==> config.mk <==
export PLATFORM = sky130hd
export DESIGN_NAME = scoreboard_display
export DESIGN_NICKNAME = d
export VERILOG_FILES = /design/src/rtl/scoreboard_pkg.sv /design/src/rtl/scoreboard_display_bin2bcd.sv /design/src/rtl/scoreboard_display.sv
export SDC_FILE = /design/constraint.sdc
export NUM_CORES = 1
export LEC_CHECK = 0
export ABC_AREA = 1
export BUFFER_PORTS_ARGS = -buffer_cell sky130_fd_sc_hd__buf_2
export CORE_ASPECT_RATIO = 1.4
export CORE_MARGIN = 2
export CORE_UTILIZATION = 45
export DETAILED_ROUTE_END_ITERATION = 10
export PLACE_DENSITY = 0.74
export SLEW_MARGIN = 30
export SYNTH_ARGS = -nofsm -noshare
export SYNTH_HDL_FRONTEND = slang
export SYNTH_SLANG_ARGS = --single-unit
==> constraint.sdc <==
create_clock -name CLK -period 2.7 [get_ports CLK]
set_input_delay 0.54 -clock CLK [delete_from_list [all_inputs] [get_ports CLK]]
set_output_delay 0.54 -clock CLK [all_outputs]
set_load 0.02 [all_outputs]
==> src/rtl/scoreboard_pkg.sv <==
// scoreboard_pkg: shared constants, digit-slot map, segment decoder and converter states
package scoreboard_pkg;
  localparam int NUM_DIGITS = 13;
  localparam int SLOT_S1 = 0;
  localparam int SLOT_S2 = 3;
  localparam int SLOT_MIN = 6;
  localparam int SLOT_SEC = 8;
  localparam int SLOT_SHOT = 10;
  localparam logic [3:0] BLANK = 4'hF;
  localparam logic [6:0] SEG_OFF = 7'h7F;
  typedef enum logic [2:0] {IDLE, LOAD, SHIFT, STORE, COMMIT} cnv_state_t;
  function automatic logic [6:0] seg_decode(input logic [3:0] d);
    case (d)
      4'd0: return 7'h40;
      4'd1: return 7'h79;
      4'd2: return 7'h24;
      4'd3: return 7'h30;
      4'd4: return 7'h19;
      4'd5: return 7'h12;
      4'd6: return 7'h02;
      4'd7: return 7'h78;
      4'd8: return 7'h00;
      4'd9: return 7'h10;
      default: return SEG_OFF;
    endcase
  endfunction
endpackage

==> src/rtl/scoreboard_display_bin2bcd.sv <==
// bin2bcd_seq: sequential 8-bit double-dabble converter, start to valid digits in 9 cycles
module bin2bcd_seq (
  input  logic       CLK,
  input  logic       RST_N,
  input  logic       start,
  input  logic [7:0] bin,
  output logic [3:0] hund,
  output logic [3:0] tens,
  output logic [3:0] ones,
  output logic       done
);
  logic [19:0] sh, adj;
  logic [2:0] cnt;
  logic busy;
  // add 3 to every BCD nibble of 5 or more ahead of the shift; done flags the final shift step
  always_comb begin
    adj = sh;
    for (int i = 0; i < 3; i++)
      adj[8+4*i +: 4] = sh[8+4*i +: 4] >= 4'd5 ? sh[8+4*i +: 4] + 4'd3 : sh[8+4*i +: 4];
    {hund, tens, ones} = sh[19:8];
    done = busy && cnt == 3'd0;
  end
  // load on start, then eight shift-and-add steps
  always_ff @(posedge CLK or negedge RST_N)
    if (!RST_N) begin
      sh <= '0;
      cnt <= '0;
      busy <= 1'b0;
    end else if (start) begin
      sh <= {12'd0, bin};
      cnt <= 3'd7;
      busy <= 1'b1;
    end else if (busy) begin
      sh <= {adj[18:0], 1'b0};
      cnt <= cnt - 3'd1;
      busy <= cnt != 3'd0;
    end
endmodule

==> src/rtl/scoreboard_display.sv <==
// scoreboard_display: snapshots score/timer buses per frame, converts to BCD, scans 13 7-seg digits
module scoreboard_display
  import scoreboard_pkg::*;
#(
  parameter int SCAN_DIV = 1000
) (
  input  logic                  CLK,
  input  logic                  RST_N,
  input  logic [4:0]            shotClock_S,
  input  logic [3:0]            shotClock_dS,
  input  logic [3:0]            timer_M,
  input  logic [5:0]            timer_S,
  input  logic [7:0]            Score1,
  input  logic [7:0]            Score2,
  output logic [6:0]            seg_n,
  output logic                  dp_n,
  output logic [NUM_DIGITS-1:0] dig_n,
  output logic                  frame_done
);
  localparam int DW = $clog2(SCAN_DIV);
  logic [DW-1:0] div;
  logic [3:0] idx, nidx;
  logic kick, tc, wrap, frame_start, adv, valid;
  logic [NUM_DIGITS-1:0][3:0] disp, frame_buf;
  logic [11:0][3:0] shadow;
  logic [7:0] snap_s1, snap_s2, cnv_in;
  logic [3:0] snap_m, snap_ds;
  logic [5:0] snap_s;
  logic [4:0] snap_sc;
  cnv_state_t state;
  logic [2:0] fld;
  logic [3:0] h, t, o, h_b, t_s, t_b;
  logic cnv_done;

  bin2bcd_seq u_cnv (
    .CLK  (CLK),
    .RST_N(RST_N),
    .start(state == LOAD),
    .bin  (cnv_in),
    .hund (h),
    .tens (t),
    .ones (o),
    .done (cnv_done)
  );

  // slot/frame timing, converter operand select and leading-zero blanking of converted digits
  always_comb begin
    tc = div == DW'(SCAN_DIV - 1);
    wrap = tc && idx == 4'(NUM_DIGITS - 1);
    frame_start = wrap || kick;
    adv = tc || kick;
    nidx = frame_start ? 4'd0 : idx + 4'd1;
    cnv_in = fld == 3'd0 ? snap_s1 : fld == 3'd1 ? snap_s2 : fld == 3'd2 ? {4'd0, snap_m} :
             fld == 3'd3 ? {2'd0, snap_s} : {3'd0, snap_sc};
    h_b = h == 4'd0 ? BLANK : h;
    t_s = (h == 4'd0 && t == 4'd0) ? BLANK : t;
    t_b = t == 4'd0 ? BLANK : t;
  end

  // scanner: frame_buf freezes the committed digits for a whole frame; slot 0 reads disp directly at the wrap
  always_ff @(posedge CLK or negedge RST_N)
    if (!RST_N) begin
      div <= '0;
      idx <= '0;
      kick <= 1'b1;
      frame_buf <= '1;
      seg_n <= SEG_OFF;
      dp_n <= 1'b1;
      dig_n <= '1;
      frame_done <= 1'b0;
    end else begin
      kick <= 1'b0;
      div <= adv ? '0 : div + 1'b1;
      idx <= adv ? nidx : idx;
      frame_done <= wrap;
      if (frame_start) frame_buf <= disp;
      if (adv) begin
        seg_n <= seg_decode(frame_start ? disp[0] : frame_buf[nidx]);
        dp_n <= !(nidx == 4'(SLOT_MIN + 1) || nidx == 4'(SLOT_SHOT + 1));
      end
      dig_n <= (!valid || adv) ? '1 : ~(13'(1) << idx);
    end

  // converter FSM: snapshot at frame start, five fields through the shared converter, atomic commit
  always_ff @(posedge CLK or negedge RST_N)
    if (!RST_N) begin
      state <= IDLE;
      fld <= '0;
      shadow <= '1;
      disp <= '1;
      valid <= 1'b0;
      snap_s1 <= '0;
      snap_s2 <= '0;
      snap_m <= '0;
      snap_s <= '0;
      snap_sc <= '0;
      snap_ds <= '0;
    end else if (frame_start) begin
      snap_s1 <= Score1;
      snap_s2 <= Score2;
      snap_m <= timer_M;
      snap_s <= timer_S;
      snap_sc <= shotClock_S;
      snap_ds <= shotClock_dS;
      fld <= '0;
      state <= LOAD;
    end else
      case (state)
        LOAD: state <= SHIFT;
        SHIFT: state <= cnv_done ? STORE : SHIFT;
        STORE: begin
          case (fld)
            3'd0: shadow[SLOT_S1 +: 3] <= {o, t_s, h_b};
            3'd1: shadow[SLOT_S2 +: 3] <= {o, t_s, h_b};
            3'd2: shadow[SLOT_MIN +: 2] <= {o, t_b};
            3'd3: shadow[SLOT_SEC +: 2] <= {o, t};
            default: shadow[SLOT_SHOT +: 2] <= {o, t_b};
          endcase
          fld <= fld + 3'd1;
          state <= fld == 3'd4 ? COMMIT : LOAD;
        end
        COMMIT: begin
          disp <= {snap_ds, shadow};
          valid <= 1'b1;
          state <= IDLE;
        end
        default: state <= IDLE;
      endcase
endmodule

# After elaboration in Yosys (flattened, before gate mapping)
# Memory sizes are Yosys's and may differ from the RTL's. A register that Yosys moved wholly into a read port is not among the register bits.
# Index checks and enable logic that the tools add are counted.
# Widths: inputs -> output; s select.
classes:
  eq_ne: 12
  shifts: 1
  addsub: 7
  n_lt_le_gt_ge: 4
  n_mux: 28
  reduce_logical: 24
  bitwise_logic: 3
ops:
  columns: ["operator", "n"]
  rows:
  - ["$mux 20", 2]
  - ["$mux 4", 8]
  - ["$mux 3", 7]
  - ["$bmux 4 s4", 1]
  - ["$mux 8", 2]
  - ["$reduce_and 3->1", 5]
  - ["$mux 13", 1]
  - ["$not 13->13", 1]
  - ["$shl 1x4->13 const A", 1]
  - ["$eq 3x2->1 const B", 4]
  - ["$ge 4x3->1 const B", 3]
  - ["$mux 6", 2]
  - ["$add 10x1->10 const B", 1]
  - ["$eq 10x10->1 const B", 1]
  - ["$mux 10", 1]
  - ["$pmux 3 s3", 1]
  - ["$add 4x2->4 const B", 2]
  - ["$eq 4x4->1 const B", 2]
  - ["$logic_not 4->1", 2]
  - ["$eq 3x1->1 const B", 2]
  - ["$eq 3x3->1 const B", 2]
  - ["$logic_not 3->1", 2]
  - ["$lt 4x5->1 const B", 1]
  - ["$add 4x1->4 const B", 1]
  - ["other kinds (13)", 24]
word_totals:
  in_bits: 37
  output_inout_bits: 22
  mem_bits_ro: 112
  ff_bits: 248
  memories: 1
  wordCells: 136
mem_list:
  columns: ["memory", "depth", "width", "rd", "rd_ports_with_merged_regs", "wr", "line", "source"]
  rows:
  - ["(no name shown)", 16, 7, 1, 1, 0, "scoreboard_pkg.sv:13", "case (d)"]

# Depth between registers and ports, before layout
# Gate-level depths: netlist of run 1.
depth:
  word_depth: 7
  ltp_mapped: 21
  mapped_depth_nobuf: 20

# By module
# A second synthesis of run 1 with hierarchy kept.
unflattened:
  hier_cells: 1343
  hier_area_um2: 11608.6
modules_own_cells:
  columns: ["module", "area_each_um2", "seq_area_each_um2", "n_inst", "cells_each"]
  rows:
  - ["scoreboard_display", 10306.1, 5998.3, 1, 1177]
  - ["bin2bcd_seq", 1302.5, 600.6, 1, 166]

# Worst setup path before layout of run 1
# Ideal clock, no wire load.
synth_path:
  path_kind: "register to register"
  start: "reg idx[0]"
  end: "reg seg_n[3]"
  path_stages_with_launch: 22
  synth_period_minus_slack_ns: 2.878
  path_slack_ns: -0.178
  setup_time_ns: 0.067
  required_time_ns: 2.633
  arrival_time_ns: 2.810
  path_buffers: 2
  path_cell_list: "dfrtp_1 -> inv_1 -> clkbuf_1 -> ha_1 -> nand2_1 -> nor2_4 -> nand3_4 -> nand3_2 -> buf_2 -> nand2_1 -> nand3_1 -> nand3_1 -> nand3_1 -> inv_1 -> nor2_2 -> inv_1 -> ha_1 -> nand2_1 -> nand2_1 -> nor2_1 -> nor2_1 -> nor2_1"
synth_via:
  elab_chain_cells: 7
  elab_cells_between_ends: 8
  cone_classes: "add/sub (1); eq/ne (1); mux (4); reduce/logical (2)"
synth_lines:
  columns: ["item", "line", "source"]
  rows:
  - ["from (decl)", "scoreboard_display.sv:22", "logic [3:0] idx, nidx;"]
  - ["from (signal assigned)", "scoreboard_display.sv:74", "idx <= adv ? nidx : idx;"]
  - ["parallel branches: the longest is 6 deep, another holds $add 4x1->4", null, null]
  - ["$mux 4 (*)", "scoreboard_display.sv:78", "seg_n <= seg_decode(frame_start ? disp[0] : frame_buf[nidx]);"]
  - ["to (decl)", "scoreboard_display.sv:15", "output logic [6:0] seg_n,"]
# Every way passes the cells marked *. The select of a mux whose other input is x is not followed.
# A chain may end at the register's enable or synchronous reset.

# Worst setup path after layout of run 1
layout_path:
  start: "reg div[0]"
  end: "reg seg_n[3]"
layout_via:
  elab_chain_cells: 7
  elab_cells_between_ends: 8
  cone_classes: "eq/ne (1); mux (4); reduce/logical (3)"
layout_lines:
  columns: ["item", "line", "source"]
  rows:
  - ["from (decl)", "scoreboard_display.sv:21", "logic [DW-1:0] div;"]
  - ["from (signal assigned)", "scoreboard_display.sv:73", "div <= adv ? '0 : div + 1'b1;"]
  - ["$eq 10x10->1 (*)", "scoreboard_display.sv:48", "tc = div == DW'(SCAN_DIV - 1);"]
  - ["$logic_and 1x1->1", "scoreboard_display.sv:49", "wrap = tc && idx == 4'(NUM_DIGITS - 1);"]
  - ["$logic_or 1x1->1", "scoreboard_display.sv:50", "frame_start = wrap || kick;"]
  - ["$mux 4", "scoreboard_display.sv:52", "nidx = frame_start ? 4'd0 : idx + 4'd1;"]
  - ["$bmux 4 s4", "scoreboard_display.sv:78", null]
  - ["$mux 4 (implied by the code)", "scoreboard_display.sv:78", null]
  - ["$mux 4", "scoreboard_display.sv:78", null]
# Every way passes the cells marked *; elsewhere a longest branch is shown, timed or not. The select of a mux whose other input is x is not followed.

==> results.cfg, run 1 <==
[floorplanning]
pin_count = 59
start_util = 0.4556
die_h_um = 193.4
std_cell_rows = 69
coreArea_sq_mm = 0.02530
die_w_um = 139.3
die-area_sq_mm = 0.02692

[critical_path]
crit_required_ns = 3.16
startpoint_type = flip-flop
path_depth = 18
critPathSlowestCell = dfrtp_1
crit_family = simple AND/OR/NAND/NOR gates
cp-end-kind = flip-flop
cp_slowest_stage_delay_ns = 0.40
critPathCapture = seg_n[3]
r2r-start = div[0]
cp.arrival_ns = 3.02
critPathBufInv = 1
cp_cell_sequence = ha_1 -> nand2_2 -> nor2_4 -> nand3_4 -> nand3_4 -> buf_4 -> nor2_1 -> nand2_1 -> nand3_1 -> nand3_1 -> nand3_1 -> nand2_2 -> ha_1 -> nand2_1 -> nand2_1 -> nor2_1 -> nor2_1 -> nor2_1
reg2regPathDepth = 18
crit_top_cell = nor2_1
r2r_setup_slack_ns = 0.14
worstPathMaxFanout = 5
r2r-end = seg_n[3]
worstSetupPathType = reg -> reg
setup.worst_path.start = div[0]

[sta]
period_share = 0.9468
layout_min_cycle_time_ns = 2.556
setup_viol = 0
hold_viol_final = 0
worst_pin_slew_ns = 0.7271
max_slew_margin = 0.5148
max_freq_mhz = 391.2
finalClockSkew_ns = 0.02470
slew_violations = 0

[cts]
clk_latency_ns = 0.53
clockBufferDepth = 3
path_clk_slew_ns = 0.06
ctsHoldBuffers = 0
cts_tree = built
cts_sinks = 255
clockRootBuffer = clkbuf_16
cts.htree.levels = 1
cts_buffers = 25

[synthesis]
netlist_instances = 1294
synth_fp_nets = 1352
avgSynthCellArea_sq_um = 8.906
yosysWarnings = 0
synth_top_family_by_area = simple AND/OR/NAND/NOR gates
muxShareOfSynthArea = 0.01173
synthAdderAreaFrac = 0.02280
synth-compound-area-share = 0.1048
yosys.area_share.xor_xnor = 0.004560
yosysSeqAreaShare = 0.5726
syn_area_sq_mm = 0.01152
synth.distinct_cells = 44
synth-simple-area-share = 0.2121
ys_ff_latch = 255

[global_route]
track_usage = 0.1845
first_global_vias = 8549
grt_max_degree = 94
grt_pass1_wl_mm = 41.48
gr-total-overflow = 0
antenna_found_initial = 0

[power]
vdd_drop_max_uv = 534.2
p_per_area_mw_per_mm2 = 735.5
leakagePower_nw = 5.782

[drt]
drt_iter0_markers = 504
routedWlPerCell_um = 14.83
dr.pass1.iters = 5
num_vias = 8685
drc = 0
viasPerCell = 5.139
antenna_left = 0
wl_mm = 25.07

[finish]
final_common_cell = nand2_1
design_area_sq_mm = 0.01320
syn2layout_area_growth_pct = 14.55
final_util = 0.5219
antenna_cells = 0
drive_gt1_frac = 0.2640
final_cell_mix = nand2_1, dfstp_2, o21ai_0, inv_1, dfrtp_1
num-nets-final = 1410

[placement]
portBuffers = 58
gp_congestion = 0.8834
dpl-instance-area_sq_mm = 0.01223
hpwl_mm = 17.36

[worst_hold_path]
hold_path.class = in -> async

[flow_run]
drv_cap = 0

[run_status]
status = complete, no violations
per-stage QoR:
| step | cells | hold WS (ns) | TNS (ns) | worst slack (ns) | total power, mW |
|---|---|---|---|---|---|
| 3_5_place_dp | 1640 | 0.4523 | 0 | 0.04136 | 6.164 |
| 2_1_floorplan | 1294 | 0.2444 | 0 | 0.02709 | 5.538 |
| 3_3_place_gp | 1640 | 0.4344 | 0 | 0.1300 | 6.112 |
| 5_1_grt | 1690 | 0.08151 | -0.06415 | -0.05723 | 10.19 |
| 4_1_cts | 1686 | 0.04420 | 0 | 0.002431 | 9.766 |
| 6_report | 1690 | 0.05200 | 0 | 0.1436 | 9.709 |
flip-flops by register name (all words and copies together), names as in the netlist:
signal / count
disp: 52
div: 10
snap_s: 6
snap_ds: 4
valid: 1
state: 3
snap_m: 4
shadow: 48
snap_sc: 5
snap_s1: 8
dp_n: 1
snap_s2: 8
fld: 3
idx: 4
u_cnv.busy: 1
kick: 1
u_cnv.cnt: 3
frame_done: 1
u_cnv.sh: 20
seg_n: 7
frame_buf: 52
dig_n: 13
cell usage after synthesis, drive strengths merged:
| cell | n | area [sq um] |
|---|---|---|
| nand2 | 385 | 1478 |
| dfstp | 174 | 4572 |
| o21ai | 174 | 874.6 |
| inv | 141 | 534.3 |
| dfrtp | 81 | 2027 |
| nor2 | 75 | 326.6 |
| nand3 | 73 | 405.4 |
| clkbuf | 39 | 146.4 |
| nand4 | 26 | 162.7 |
| buf | 21 | 135.1 |
| ha | 21 | 262.8 |
| a21oi | 14 | 73.82 |
| mux2 | 12 | 135.1 |
| o211ai | 12 | 90.09 |
| a31oi | 9 | 56.30 |
| nor3 | 9 | 45.04 |
| o22ai | 9 | 56.30 |
| xor2 | 6 | 52.55 |
| o32ai | 2 | 17.52 |
| a211oi | 1 | 7.510 |
| a22oi | 1 | 7.510 |
| and3 | 1 | 6.260 |
| clkinv | 1 | 3.750 |
| conb | 1 | 3.750 |
| nor3b | 1 | 7.510 |
| o21bai | 1 | 7.510 |
| o311ai | 1 | 8.760 |
| o31ai | 1 | 7.510 |
| or2 | 1 | 6.260 |
| or4 | 1 | 7.510 |
routing by layer:
| layer | part of all wire | up-vias | GRT usage |
|---|---|---|---|
| met5 | 0 | - | 0 |
| met4 | 0.034 | 0 | 0.07108 |
| met3 | 0.032 | 50 | 0.02252 |
| met2 | 0.52 | 161 | 0.3302 |
| met1 | 0.41 | 4187 | 0.2264 |
| li1 | - | 4287 | - |
cells by family (layout without fill, tap and decap cells):
group                      Yosys count  in the layout
and+or+nand+nor                    572            572
DFF                                255            255
AOI/OAI and AO/OA                  225            225
buffers and inverters              202            279
adders and majority gates           21             21
muxes                               12             12
xor gates and xnor gates             6              6
other                                1              1
worst min-delay path by stage:
stage | from | endpoint
floorplan | RST_N | div[0]
global placement | valid | valid
detailed placement | frame_buf[26] | frame_buf[26]
CTS | RST_N | valid
global route | RST_N | idx[1]
finish | RST_N | valid
what timing repair did:
action                                  in CTS  in global routing
buffers inserted                             0                  3
endpoints found under the setup margin       0                 17
gates resized for setup                      0                 15
final cells by class:
class                           instances  area (sq um)
Inverter                              142         541.8
Tap cell                              319         399.1
Clock buffer                           35         735.7
Sequential cell                       255          6600
Clock inverter                         11         122.6
Timing Repair Buffer                   91         635.6
Multi-Input combinational cell        837          4167
Fill cell                            2313         12090
power breakdown:
| part | switching (mW) | internal [mW] | leakage (nW) | total (mW) |
|---|---|---|---|---|
| Combinational | 1.06 | 0.521 | 2.54 | 1.58 |
| Clock | 1.45 | 2.11 | 0.418 | 3.56 |
| Sequential | 0.255 | 4.32 | 2.82 | 4.58 |
| Total | 2.76 | 6.95 | 5.78 | 9.71 |
Note: power is estimated with default switching activity, not from simulation.
==> inputs of run 2 (changes only) <==
clock period = 2.07 ns   (was 2.7 ns; I/O delays follow)
==> run 2 against run 1 <==
The flow now finishes with violations (setup timing). Clock skew down 0.0040 ns. Combinational power up 76%. Sequential power up 31%. Design area up 16%. Global-route usage up 2.1 points. Sequential share of layout area down 6.8 points. Sequential cell count unchanged. Hold slack better by 0.027 ns. Cell count up 7.6%. Fmax up 4.2%. Largest power group unchanged.
==> results.cfg, run 2 (synthesis gave the netlist of run 1 again) <==
[global_route]
first_global_vias = 9279
track_usage = 0.2059
antenna_found_initial = 0
grt_max_degree = 59
gr-total-overflow = 0
grt_pass1_wl_mm = 45.77

[sta]
max_freq_mhz = 407.5
slew_violations = 0
layout_setup_ws_ns = -0.3842
layout_min_cycle_time_ns = 2.454
period_share = 1.186
worst_pin_slew_ns = 0.6022
setup_viol = 79
max_slew_margin = 0.5971
finalClockSkew_ns = 0.02069
hold_viol_final = 0
rsz0062_at_grt = yes
hold-worst-slack_ns = 0.07854

[critical_path]
crit_required_ns = 2.53
cp.arrival_ns = 2.91
setup.worst_path.start = idx[0]
worstPathMaxFanout = 7
r2r_setup_slack_ns = -0.38
r2r-start = idx[0]
worstSetupPathType = reg -> reg
reg2regPathDepth = 18
cp-end-kind = flip-flop
startpoint_type = flip-flop

[finish]
final_util = 0.6037
fillCellCount = 1946
multi_input_area_sq_mm = 0.004768
drive_gt1_frac = 0.4067
final_cell_mix = nand2_1, dfstp_2, inv_1, buf_4, o21ai_0
design_area_sq_mm = 0.01527
antenna_cells = 0
syn2layout_area_growth_pct = 32.50
seq_area_sq_mm = 0.006601
num-nets-final = 1539
final_common_cell = nand2_1
top_regs = disp x52, frame_buf x52, shadow x48

[cts]
clk_latency_ns = 0.53
clockBufferDepth = 3
cts_buffers = 25
clockRootBuffer = clkbuf_16
cts_tree = built
cts_sinks = 255
path_clk_slew_ns = 0.06
cts.htree.levels = 1

[floorplanning]
coreArea_sq_mm = 0.02530
die_h_um = 193.4
std_cell_rows = 69
die-area_sq_mm = 0.02692
die_w_um = 139.3
pin_count = 59
start_util = 0.4556

[drt]
wl_mm = 31.41
drc = 0
antenna_left = 0
num_vias = 9842
dr.pass1.iters = 5
viasPerCell = 5.411
routedWlPerCell_um = 17.27
drt_iter0_markers = 628

[power]
p_per_area_mw_per_mm2 = 864.9
p_int_mw = 9.168
switching_share = 0.3058
clock_power_share = 0.336
seq_power_share = 0.454
leakagePower_nw = 6.885
comb_power_share = 0.210
vdd_drop_max_uv = 797.1
p_switching_mw = 4.039

[run_status]
violations = setup timing
status = complete, but fails checks

[placement]
dpl-instance-area_sq_mm = 0.01298
gp_congestion = 0.9414
hpwl_mm = 18.69
portBuffers = 58

[worst_hold_path]
worstHoldStart = Score1[6]
hold_path.class = in -> reg
worstHoldPathCells = 3

[flow_run]
drv_cap = 0
-- run 2: cell count changes in the layout (fill, tap and decap cells not counted), moves of 15 or more --
| cell | before | now |
|---|---|---|
| nand2_4 | 1 | 18 |
| buf_4 | 25 | 99 |
| o21ai_0 | 171 | 89 |
| nand2_2 | 7 | 52 |
| o21ai_1 | 2 | 55 |
| o21ai_2 | 1 | 29 |
| nand3_2 | 2 | 17 |
| nand3_1 | 68 | 53 |
| buf_12 | 5 | 22 |
| nand2_1 | 375 | 314 |
-- run 2: layer usage --
metal | GRT usage | share of wire
met1 | 0.2343 | 0.37
met2 | 0.3738 | 0.52
met3 | 0.02698 | 0.048
met4 | 0.1081 | 0.062
met5 | 0 | 0
-- run 2: layout make-up --
cell class | count | share of cell area
Clock buffer | 39 | 0.04769
Multi-Input combinational cell | 841 | 0.3122
Inverter | 142 | 0.03556
Clock inverter | 7 | 0.004506
Sequential cell | 255 | 0.4323
Timing Repair Buffer | 216 | 0.1416
Tap cell | 319 | 0.02614
-- run 2: through the flow --
stage	TNS [ns]	setup slack [ns]	cells	total power, mW
6_report	-5.665	-0.3842	1819	13.21
5_1_grt	-13.27	-0.5353	1819	13.73
4_1_cts	-2.161	-0.2857	1786	12.81
3_5_place_dp	-11.40	-0.4222	1716	8.210
3_3_place_gp	-6.824	-0.3810	1716	8.123
2_1_floorplan	-2.045	-0.4614	1294	7.249
-- run 2: what timing repair did --
item,in CTS,in global routing
gates resized for setup,103,188
buffers inserted,17,16
gates cloned,7,18
pin swaps,19,16
hold buffers,0,0
endpoints found under the hold margin,0,0
endpoints found under the setup margin,130,175
-- run 2: worst paths after layout --
path | end
worst max register to register | seg_n[1]
worst max-delay path | seg_n[1]
worst min-delay path | snap_s1[6]
max in group asynchronous | shadow[23]
min in group asynchronous | disp[24]
worst min register to register | frame_buf[23]
-- run 2: power by group through the flow --
stage / clock, mW / combinational (mW) / sequential (mW)
floorplan: 0 / 1.30 / 5.95
detailed placement: 0 / 2.21 / 6.00
global placement: 0 / 2.15 / 5.98
global route: 4.68 / 3.03 / 6.02
finish: 4.43 / 2.78 / 5.99
CTS: 4.50 / 2.39 / 5.93
-- run 2: critical path, cell delays in order (launching register included) --
cell and delay, ns:
dfrtp_2 0.42, inv_2 0.08, ha_4 0.14, nand2_4 0.06, nor2_4 0.14, nand3_4 0.16, nand3_4 0.14, buf_6 0.15
nand2_2 0.05, nand3_2 0.07, nand3_1 0.09, nand3_2 0.07, inv_2 0.04, nor2_4 0.12, inv_2 0.05, ha_4 0.26
nand2_2 0.05, buf_4 0.13, a31oi_1 0.16
==> inputs of run 3 (changes only) <==
PLACE_DENSITY = default   (was 0.74)
==> run 3 against run 2 <==
The run still ends with setup timing left. First-iteration DRC count decreased by 19%. Global-route usage rose by 0.68 points. Clock skew down 0.0034 ns. Die area unchanged. Fmax rose by 1.7%. Non-clock buffer count down 34. Power down 0.77%. Design area fell by 5.8%. Sequential cell count unchanged. Setup slack improved by 0.040 ns. Sequential power fell by 0.8%. Combinational power down 18%. Critical path type unchanged. Critical endpoint unchanged.
==> results.cfg, run 3 (synthesis gave the netlist of run 1 again) <==
[run_status]
status = complete, but fails checks
violations = setup timing

[placement]
post-place-ws_ns = -0.5049
portBuffers = 58
dpl-instance-area_sq_mm = 0.01297
post-place-cells = 1716
hpwl_mm = 19.41
gp_congestion = 0.8641

[sta]
max_freq_mhz = 414.3
max_slew_margin = 0.6202
layout_min_cycle_time_ns = 2.414
rsz0062_at_grt = yes
hold-worst-slack_ns = 0.07775
worst_pin_slew_ns = 0.5654
finalSetupTns_ns = -4.611
layout_setup_ws_ns = -0.3440
period_share = 1.166
hold_viol_final = 0
finalClockSkew_ns = 0.01725
slew_violations = 0
setup_viol = 69

[floorplanning]
coreArea_sq_mm = 0.02530
die-area_sq_mm = 0.02692
die_h_um = 193.4
std_cell_rows = 69
die_w_um = 139.3
start_util = 0.4556
pin_count = 59

[finish]
drive_gt1_frac = 0.3242
syn2layout_area_growth_pct = 24.88
final_common_cell = nand2_1
design_area_sq_mm = 0.01439
fin_cells = 1784
num-nets-final = 1503
final_cell_mix = nand2_1, dfstp_2, o21ai_0, inv_1, buf_4
top_regs = disp x52, frame_buf x52, shadow x48
antenna_cells = 0
final_util = 0.5690

[cts]
cts_buffers = 26
cts_sinks = 255
path_clk_slew_ns = 0.07
clk_latency_ns = 0.53
cts.htree.levels = 1
clockBufferDepth = 3
cts_tree = built
clockRootBuffer = clkbuf_16

[critical_path]
startpoint_type = flip-flop
cp-end-kind = flip-flop
worstSetupPathType = reg -> reg
crit_required_ns = 2.53
cp.arrival_ns = 2.87
worstPathMaxFanout = 15

[drt]
wl_mm = 27.82
viasPerCell = 5.012
dr.pass1.iters = 5
routedWlPerCell_um = 15.59
drc = 0
drt_iter0_markers = 508
antenna_left = 0
num_vias = 8942

[power]
leakagePower_nw = 6.407
fin_total_pwr_mw = 13.11
p_per_area_mw_per_mm2 = 910.6
vdd_drop_max_uv = 841.5

[global_route]
met3_usage = 0.02599
gr-total-overflow = 0
top_usage_layer = met2
grt_max_degree = 59
first_global_vias = 9195
track_usage = 0.2127
met2_usage = 0.3878
grt_pass1_wl_mm = 47.05
antenna_found_initial = 0
grt_use_met1 = 0.2599

[worst_hold_path]
hold_path.class = in -> reg

[flow_run]
drv_cap = 0
==> run 3: what timing repair did <==
item / 4_1_cts / 5_1_grt
gates cloned: 6 / 0
endpoints found under the setup margin: 140 / 157
hold buffers: 1 / 0
resized for setup: 53 / 11
pin swaps: 7 / 5
buffers inserted: 14 / 1
endpoints found under the hold margin: 3 / 0
==> run 3: path summary, 6_finish.rpt <==
kind,from,to,slack [ns],cells past startpoint
worst max-delay path,idx[0],seg_n[1],-0.34,18
worst min-delay path,timer_S[3],snap_s[3],0.08,3
worst max register to register,idx[0],seg_n[1],-0.34,18
worst min register to register,disp[39],frame_buf[39],0.46,2
max in group asynchronous,RST_N,shadow[23],0.96,3
min in group asynchronous,RST_N,valid,0.43,2
==> run 3: power breakdown <==
group          switching [mW]  total, mW  internal (mW)
logic                    1.45       2.28          0.829
clock network            1.94       4.89           2.94
registers               0.305       5.94           5.64
==> run 3: layer usage <==
layer  vias to the layer above  wire, um
met5                         -         0
li1                       4478         -
met3                        44       923
met1                      4258     11430
met2                       162     14640
met4                         0       827
==> run 3: critical path: stages (launching register included) <==
cell and delay (ns):
dfrtp_2 0.41, inv_2 0.07, ha_4 0.14, nand2_4 0.05, nor2_4 0.15, nand3_4 0.16
nand3_4 0.12, buf_12 0.14, nand2_1 0.06, nand3_1 0.07, nand3_1 0.08, nand3_1 0.11
inv_2 0.05, nor2_4 0.13, inv_2 0.06, ha_4 0.26, nand2_2 0.05, buf_4 0.13
a31oi_1 0.12
==> run 3: area by class of cell <==
class,instances,area (sq um)
multi-input cells,838,4279
clock buffers,42,853.3
fillers,2252,10900
clock inverters,6,66.31
well taps,319,399.1
repair buffers,182,1644
inverters,142,550.5
flip-flops and latches,255,6600
